===== config.mk =====
export PLATFORM = sky130hd
export DESIGN_NAME = fft_peak_pick
export DESIGN_NICKNAME = d
export VERILOG_FILES = /design/src/rtl/fft_peak_pick.sv
export SDC_FILE = /design/constraint.sdc
export NUM_CORES = 2
export LEC_CHECK = 0
export ABC_CLOCK_PERIOD_IN_PS = 26300
export CAP_MARGIN = 20
export CORE_AREA = 4 4 206 208
export CTS_BUF_LIST = sky130_fd_sc_hd__clkbuf_16
export CTS_CLUSTER_DIAMETER = 150
export DETAILED_ROUTE_END_ITERATION = 8
export DIE_AREA = 0 0 210 212
export PLACE_DENSITY = 0.81
export SETUP_SLACK_MARGIN = 0.5
export SYNTH_ARGS = -nofsm -noshare
export SYNTH_HDL_FRONTEND = slang
export SYNTH_SLANG_ARGS = --single-unit

===== constraint.sdc =====
create_clock -name i_clk -period 26.3 [get_ports i_clk]
set_input_delay 6.575 -clock i_clk [delete_from_list [all_inputs] [get_ports i_clk]]
set_output_delay 6.575 -clock i_clk [all_outputs]
set_load 0.005 [all_outputs]

===== src/rtl/fft_peak_pick.sv =====
// fft_peak_pick: per-frame spectral peak picker.
// Stage 1 registers |X|^2 and the bin index of each accepted FFT beat.
// Stage 2 tracks the strongest in-window bin above threshold and publishes
// it once per frame, two cycles after the closing beat.
//
// Handshake: i_valid qualifies i_re/i_im/i_last for one cycle and is always
// consumed (there is no ready). o_valid is a one-cycle pulse; the result
// fields stay stable until the next pulse.
module fft_peak_pick #(
    parameter int DATA_W  = 16,
    parameter int N_BINS  = 512,
    parameter int BIN_LO  = 13,
    parameter int BIN_HI  = 57,
    parameter int MIN_MAG = 4096
) (
    input  logic                     i_clk,
    input  logic                     i_rst,
    input  logic                     i_valid,
    input  logic signed [DATA_W-1:0] i_re,
    input  logic signed [DATA_W-1:0] i_im,
    input  logic                     i_last,
    output logic                     o_valid,
    output logic [31:0]              o_f_domain_idx,
    output logic [2*DATA_W-1:0]      o_peak_mag,
    output logic                     o_found,
    output logic                     o_overrun,
    output logic [1:0]               o_dbg_state
);

    localparam int IDX_W = $clog2(N_BINS);
    localparam int MAG_W = 2 * DATA_W;

    typedef enum logic [1:0] {
        ST_IDLE   = 2'd0,
        ST_SCAN   = 2'd1,
        ST_REPORT = 2'd2
    } state_t;

    state_t state_q, state_d;

    // Stage 0: magnitude and frame-close detection on the raw beat
    logic signed [MAG_W-1:0] re_x, im_x, re_sq, im_sq;
    logic [MAG_W-1:0]        mag_in;
    logic                    at_limit;
    logic                    close_in;
    logic [IDX_W-1:0]        idx_q, idx_d;

    // Stage 1 registers
    logic                    s1_valid_q;
    logic [MAG_W-1:0]        s1_mag_q;
    logic [IDX_W-1:0]        s1_idx_q;
    logic                    s1_last_q;
    logic                    s1_ovr_q;

    // Running best and published result
    logic [MAG_W-1:0]        best_mag_q, best_mag_d;
    logic [IDX_W-1:0]        best_idx_q, best_idx_d;
    logic                    best_found_q, best_found_d;
    logic [31:0]             out_idx_q, out_idx_d;
    logic [MAG_W-1:0]        out_mag_q, out_mag_d;
    logic                    out_found_q, out_found_d;
    logic                    out_ovr_q, out_ovr_d;

    // Stage 2 compare signals
    logic                    in_window;
    logic                    above_min;
    logic [MAG_W-1:0]        base_mag;
    logic [IDX_W-1:0]        base_idx;
    logic                    base_found;
    logic                    win;
    logic [MAG_W-1:0]        post_mag;
    logic [IDX_W-1:0]        post_idx;
    logic                    post_found;
    logic                    close_s1;

    // Squared magnitude; worst case 2^(2*DATA_W-1) fits in MAG_W unsigned
    always_comb begin
        re_x     = {{DATA_W{i_re[DATA_W-1]}}, i_re};
        im_x     = {{DATA_W{i_im[DATA_W-1]}}, i_im};
        re_sq    = re_x * re_x;
        im_sq    = im_x * im_x;
        mag_in   = $unsigned(re_sq) + $unsigned(im_sq);
        at_limit = (idx_q == IDX_W'(N_BINS - 1));
        close_in = i_last | at_limit;
        idx_d    = idx_q;
        if (i_valid) begin
            idx_d = close_in ? '0 : idx_q + 1'b1;
        end
    end

    // Beat index counter and stage-1 pipeline register; reset drops a same-cycle beat
    always_ff @(posedge i_clk) begin
        if (i_rst) begin
            idx_q      <= '0;
            s1_valid_q <= 1'b0;
            s1_mag_q   <= '0;
            s1_idx_q   <= '0;
            s1_last_q  <= 1'b0;
            s1_ovr_q   <= 1'b0;
        end else begin
            idx_q      <= idx_d;
            s1_valid_q <= i_valid;
            if (i_valid) begin
                s1_mag_q  <= mag_in;
                s1_idx_q  <= idx_q;
                s1_last_q <= close_in;
                s1_ovr_q  <= at_limit & ~i_last;
            end
        end
    end

    // Stage 2 compare; in REPORT the incoming beat starts a fresh frame, so it sees zeroed bests
    always_comb begin
        in_window  = (s1_idx_q >= IDX_W'(BIN_LO)) && (s1_idx_q <= IDX_W'(BIN_HI));
        above_min  = (s1_mag_q > MAG_W'(MIN_MAG));
        base_mag   = (state_q == ST_REPORT) ? '0 : best_mag_q;
        base_idx   = (state_q == ST_REPORT) ? '0 : best_idx_q;
        base_found = (state_q == ST_REPORT) ? 1'b0 : best_found_q;
        win        = s1_valid_q & in_window & above_min & (s1_mag_q > base_mag);
        post_mag   = win ? s1_mag_q : base_mag;
        post_idx   = win ? s1_idx_q : base_idx;
        post_found = win | base_found;
        close_s1   = s1_valid_q & s1_last_q;
    end

    // Best tracking clears on frame close; result registers load the post-compare best
    always_comb begin
        best_mag_d   = close_s1 ? '0 : post_mag;
        best_idx_d   = close_s1 ? '0 : post_idx;
        best_found_d = close_s1 ? 1'b0 : post_found;
        out_idx_d    = out_idx_q;
        out_mag_d    = out_mag_q;
        out_found_d  = out_found_q;
        out_ovr_d    = out_ovr_q;
        if (close_s1) begin
            out_idx_d   = 32'(post_idx);
            out_mag_d   = post_mag;
            out_found_d = post_found;
            out_ovr_d   = s1_ovr_q;
        end
    end

    // Best and result registers
    always_ff @(posedge i_clk) begin
        if (i_rst) begin
            best_mag_q   <= '0;
            best_idx_q   <= '0;
            best_found_q <= 1'b0;
            out_idx_q    <= '0;
            out_mag_q    <= '0;
            out_found_q  <= 1'b0;
            out_ovr_q    <= 1'b0;
        end else begin
            best_mag_q   <= best_mag_d;
            best_idx_q   <= best_idx_d;
            best_found_q <= best_found_d;
            out_idx_q    <= out_idx_d;
            out_mag_q    <= out_mag_d;
            out_found_q  <= out_found_d;
            out_ovr_q    <= out_ovr_d;
        end
    end

    // FSM state register
    always_ff @(posedge i_clk) begin
        if (i_rst) begin
            state_q <= ST_IDLE;
        end else begin
            state_q <= state_d;
        end
    end

    // FSM next state; a closing beat always goes to REPORT, even straight from REPORT
    always_comb begin
        state_d = state_q;
        case (state_q)
            ST_IDLE: begin
                if (s1_valid_q) begin
                    state_d = s1_last_q ? ST_REPORT : ST_SCAN;
                end
            end
            ST_SCAN: begin
                if (s1_valid_q && s1_last_q) begin
                    state_d = ST_REPORT;
                end
            end
            ST_REPORT: begin
                if (s1_valid_q) begin
                    state_d = s1_last_q ? ST_REPORT : ST_SCAN;
                end else begin
                    state_d = ST_IDLE;
                end
            end
            default: state_d = ST_IDLE;
        endcase
    end

    // FSM outputs and result ports
    always_comb begin
        o_valid        = (state_q == ST_REPORT);
        o_dbg_state    = state_q;
        o_f_domain_idx = out_idx_q;
        o_peak_mag     = out_mag_q;
        o_found        = out_found_q;
        o_overrun      = out_ovr_q;
    end

endmodule


### After elaboration in Yosys (flattened, before gate mapping)

Cells that the tools add are included.

* bitwise logic cells: 8
* equal/unequal tests: 5
* multiply operators: 2
* reduce and logical (&&, ||, !) cells: 5
* mux-type cells: 11
* add/subtract/negate cells: 2
* magnitude comparators: 4

Operator list (number)
* multiplier 16 x 16 -> 32 bit: 2
* 2-to-1 mux 32 bit: 2
* adder 32 bit: 1
* greater-than comparator 32 x 13 -> 1 bit, second input constant: 1
* greater-than comparator 32 bit: 1
* 2-to-1 mux 9 bit: 3
* adder 9 x 1 -> 9 bit, second input constant: 1
* == test 9 bit, second input constant: 1
* greater-or-equal comparator 9 x 4 -> 1 bit, second input constant: 1
* less-or-equal comparator 9 x 6 -> 1 bit, second input constant: 1
* 2-to-1 mux 2 bit: 4
* case mux 2 bit (3 select lines): 1
* bitwise AND 1 bit: 5
* != test 2 bit, second input constant: 2
* == test 2 x 1 -> 1 bit, second input constant: 1
* == test 2 bit, second input constant: 1
* logical AND 1 bit: 2
* zero test 2 bit: 1
* OR 1 bit: 2
* AND reduction 2 bit: 1
* OR reduction 2 bit: 1
* 2-to-1 mux 1 bit: 1
* inverter 1 bit: 1

* register bits after elaboration: 140

### Depth between registers and ports, before layout

* depth in word-level cells: 6
* mapped depth: 27

### Worst setup path after synthesis

No wires, ideal clock.

* path kind: in2reg
* start: input port i_im[15]
* end: register s1_mag_q[29]
* path buffers: 2
* slack: 12693 ps
* arrival time: 13511 ps
* required time: 26205 ps
* stages: 24
* path through: clkbuf_1 -> clkbuf_1 -> nand2_1 -> fa_1 -> inv_1 -> fa_1 -> inv_1 -> fa_1 -> inv_1 -> fa_1 -> fa_1 -> fa_1 -> fa_1 -> inv_1 -> fa_1 -> inv_1 -> ha_1 -> and3_1 -> a221o_1 -> a21oi_1 -> o31ai_1 -> a31oi_2 -> o21ai_0 -> o311ai_1

* longest elaborated chain between the ends: 2

RTL lines
* from (decl): RTL line 20 `input logic signed [DATA_W-1:0] i_im,`
* multiplier 16 x 16 -> 32 bit: RTL line 81 `im_sq = im_x * im_x;`
* adder 32 bit: RTL line 82 `mag_in = $unsigned(re_sq) + $unsigned(im_sq);`
* to (signal assigned): RTL line 104 `s1_mag_q <= mag_in;`
* to (decl): RTL line 50 `logic [MAG_W-1:0] s1_mag_q;`

No other way between the ends.
A chain may end at the register's enable or synchronous reset.

### Worst setup path after layout

* start: input port i_im[1]
* end: register s1_mag_q[29]

The elaborated chain is that of the path after synthesis.

==> key figures <==
Critical path
  • Critical path type: in2reg
  • Crit. Startpoint: i_im[1]
  • Worst path arrival time: 14.85 ns
  • CP Capture Type: flop
  • Crit Path Max Fanout: 17
  • R2R setup slack: 22.37 ns
  • Origin of the critical flop-to-flop path: o_dbg_state[0]
  • Number of cells on the worst reg-to-reg path: 12
  • Reg2reg end: o_f_domain_idx[8]
  • CP Data Required Time: 26.63 ns
  • Critical path startpoint category: input pin

Outcome
  • Outcome: finished, final reports clean

Timing
  • Clk_skew: 0.00735 ns
  • Setup TNS: 0 ns
  • Final Cycle Share: 55.2%
  • Fin. Hold Viols: 0
  • # setup viols final: 0
  • Final WS setup: 11.78 ns
  • Worst slew pin tran: 1.02 ns
  • Top achievable clock speed: 68.9 MHz
  • RSZ-0062 raised after global routing: no
  • Final min period: 14.52 ns
  • Slew margin rel.: 31.7%
  • Fin. max-slew vios: 0

Placed design
  • Cell Count Post-Placement: 3,147
  • Post-place setup slack: 11.45 ns
  • PortBufs: 81
  • Placer Congestion: 0.933
  • DP HPWL: 46,200 um

Drt
  • Via-to-Cell Ratio: 5.53
  • Residual DRC count: 0
  • Drt total wl: 56,300 um
  • Avg WL per Cell: 17.7 um
  • Antenna Nets Post-Route: 0
  • First-pass DRT Iterations: 5
  • Via count: 17,600
  • DR iter-0 viols: 1,284

Die
  • Die X: 210 um
  • FP Rows: 74
  • Die height: 212 um
  • Core Area: 0.0406 mm^2
  • Initial Util: 59.6%
  • Die Area: 0.0445 mm^2
  • # IOs: 105

Logic synthesis
  • Warnings, synthesis: 0
  • EDFF count, synth: 0
  • Cells after Synth: 2,615
  • Sequential fraction of the synthesis area: 11.6%
  • Syn Area/Cell: 9.25 um^2
  • Top FF cell, synth: dfxtp_1
  • Yosys cell types: 67
  • Synthesized area: 0.0242 mm^2
  • Cell taking the most area after synthesis: fa_1
  • Async S/R FF share, synth: 0%
  • Top cells by area, synth: fa_1 (43%), dfxtp_1 (12%), inv_1 (10%)
  • Post-synth top area share: 43.1%
  • Synth Register Bits: 140

Worst hold path
  • Hold_sp: best_idx_q[8]
  • Worst Hold Path Cells: 2
  • End of the worst hold path: best_idx_q[8]
  • Hold Crit Class: reg2reg

Global routing
  • Global route hottest layer: met2
  • Vias in the first global route: 19,400
  • First-pass GRT wire length: 95,000 um
  • Largest net degree at the start of global routing: 70
  • Met2 Use GR: 45.1%
  • Initial antenna violation count: 0
  • Met3 Track Usage GR: 4.78%
  • Total GRT Usage: 26.2%
  • Gr ovfl total: 0
  • GR Util met1: 34.4%

Clock tree
  • CTS tree: done
  • CTS root buffer: clkbuf_16
  • Hold Buf Count CTS: 0
  • Post-CTS sizing: 0
  • Clock Sinks: 140
  • CTS Buf Count: 17
  • Setup bufs post-CTS: 0
  • H-tree Lvls: 4
  • Clock latency on the worst-skew pair: 0.42 ns
  • Clk slew on worst S/H paths: 0.06 ns
  • Clock Tree Buf Depth: 2

Job
  • Max cap viols: 0

Cells and area
  • Area added between synthesis and finish: 7.51%
  • Number of fill cells: 3,264
  • Proportion of layout cells with a drive suffix above 1: 2.91%
  • ANT cells: 0
  • Area of the multi-input gates: 0.0184 mm^2
  • Storage element area: 0.00280 mm^2
  • Layout Nets: 3,373
  • Final Non-Filler Cells: 3,178
how the worst max path moves through the flow:
stage | cells past startpoint | slack [ns] | endpoint
2_1_floorplan | 24 | 12.69 | s1_mag_q[29]
3_3_place_gp | 23 | 11.66 | s1_mag_q[29]
3_5_place_dp | 23 | 11.45 | s1_mag_q[29]
4_1_cts | 23 | 11.87 | s1_mag_q[29]
5_1_grt | 23 | 11.46 | s1_mag_q[29]
6_report | 23 | 11.78 | s1_mag_q[29]
routing by layer:
| layer | vias to the layer above | share of wire (%) |
|---|---|---|
| li1 | 7944 | - |
| met1 | 8766 | 41 |
| met2 | 721 | 49 |
| met3 | 152 | 7.4 |
| met4 | 0 | 3.3 |
| met5 | - | 0 |
cells in the mapped netlist (all sizes together), types with 22 or more instances:
| master | instances |
|---|---|
| nor2 | 128 |
| a21oi | 121 |
| nand2 | 241 |
| xnor2 | 43 |
| o21ai | 63 |
| nor2b | 22 |
| clkbuf | 82 |
| fa | 521 |
| buf | 46 |
| and2 | 97 |
| mux2i | 26 |
| or3 | 40 |
| dfxtp | 140 |
| a221o | 38 |
| inv | 646 |
| ha | 181 |
layout make-up:
type	count	area share [%]
repair buffers	106	3.85
well taps	532	2.56
inverters	646	9.33
clock inverters	13	0.866
clock buffers	17	1.64
flip-flops and latches	140	10.8
multi-input cells	1724	71.0
metrics by stage:
stage,hold slack (ns),area [um^2],util [%]
after global placement,0.435,25300,62.4
after detailed placement,0.441,25300,62.4
final,0.451,26000,64.1
after global routing,0.467,26000,64.1
after floorplan,0.426,24300,-
after CTS,0.451,26000,64.0
sequential cells by signal, summed over array words and instances, names as in the netlist:
signal          flops
best_mag_q         32
s1_ovr_q            1
o_found             1
o_peak_mag         32
o_f_domain_idx      9
s1_mag_q           32
o_dbg_state         2
best_found_q        1
o_overrun           1
best_idx_q          9
s1_last_q           1
s1_idx_q            9
idx_q               9
s1_valid_q          1
logic make-up after synthesis:
logic type                 after synthesis  share of synthesized area (%)
DFF                                    140                           11.6
muxes                                   28                           1.17
AOI/OAI and AO/OA                      291                           7.87
xor gates and xnor gates                56                           2.03
buffers and inverters                  774                           12.6
and+or+nand+nor                        623                           12.3
other                                    1                         0.0155
adders and majority gates              702                           52.5
critical path: stages:
cell and delay [ns]:
clkdlybuf4s50_1 1.11, nand2_1 0.31, fa_1 0.70, inv_1 0.14, fa_1 0.82, inv_1 0.16
fa_1 0.50, inv_1 0.06, fa_1 0.55, fa_1 0.45, fa_1 0.48, fa_1 0.52
inv_1 0.06, fa_1 0.47, inv_1 0.04, ha_1 0.34, and3_1 0.23, a221o_1 0.36
a21oi_1 0.13, o31ai_1 0.13, a31oi_2 0.27, o21ai_0 0.16, o311ai_1 0.27
layout by cell type (no fill, tap or decap), types with 13 or more instances in the layout:
master,n
buf_4,24
nand2_1,239
mux2i_1,26
or3_1,40
a221o_1,38
nor2_1,126
nand3_1,20
nand4_1,20
xnor2_1,43
nor2b_1,22
ha_1,181
xor2_1,13
a21oi_1,119
clkbuf_16,17
dfxtp_1,140
a21o_1,18
fa_1,521
conb_1,24
o21ai_0,58
nor3_1,14
inv_1,647
and2_1,97
clkdlybuf4s50_1,79
Power is left out: the tool's default activity adds up to more than one toggle a clock period on the data nets, which glitch-free logic cannot reach.
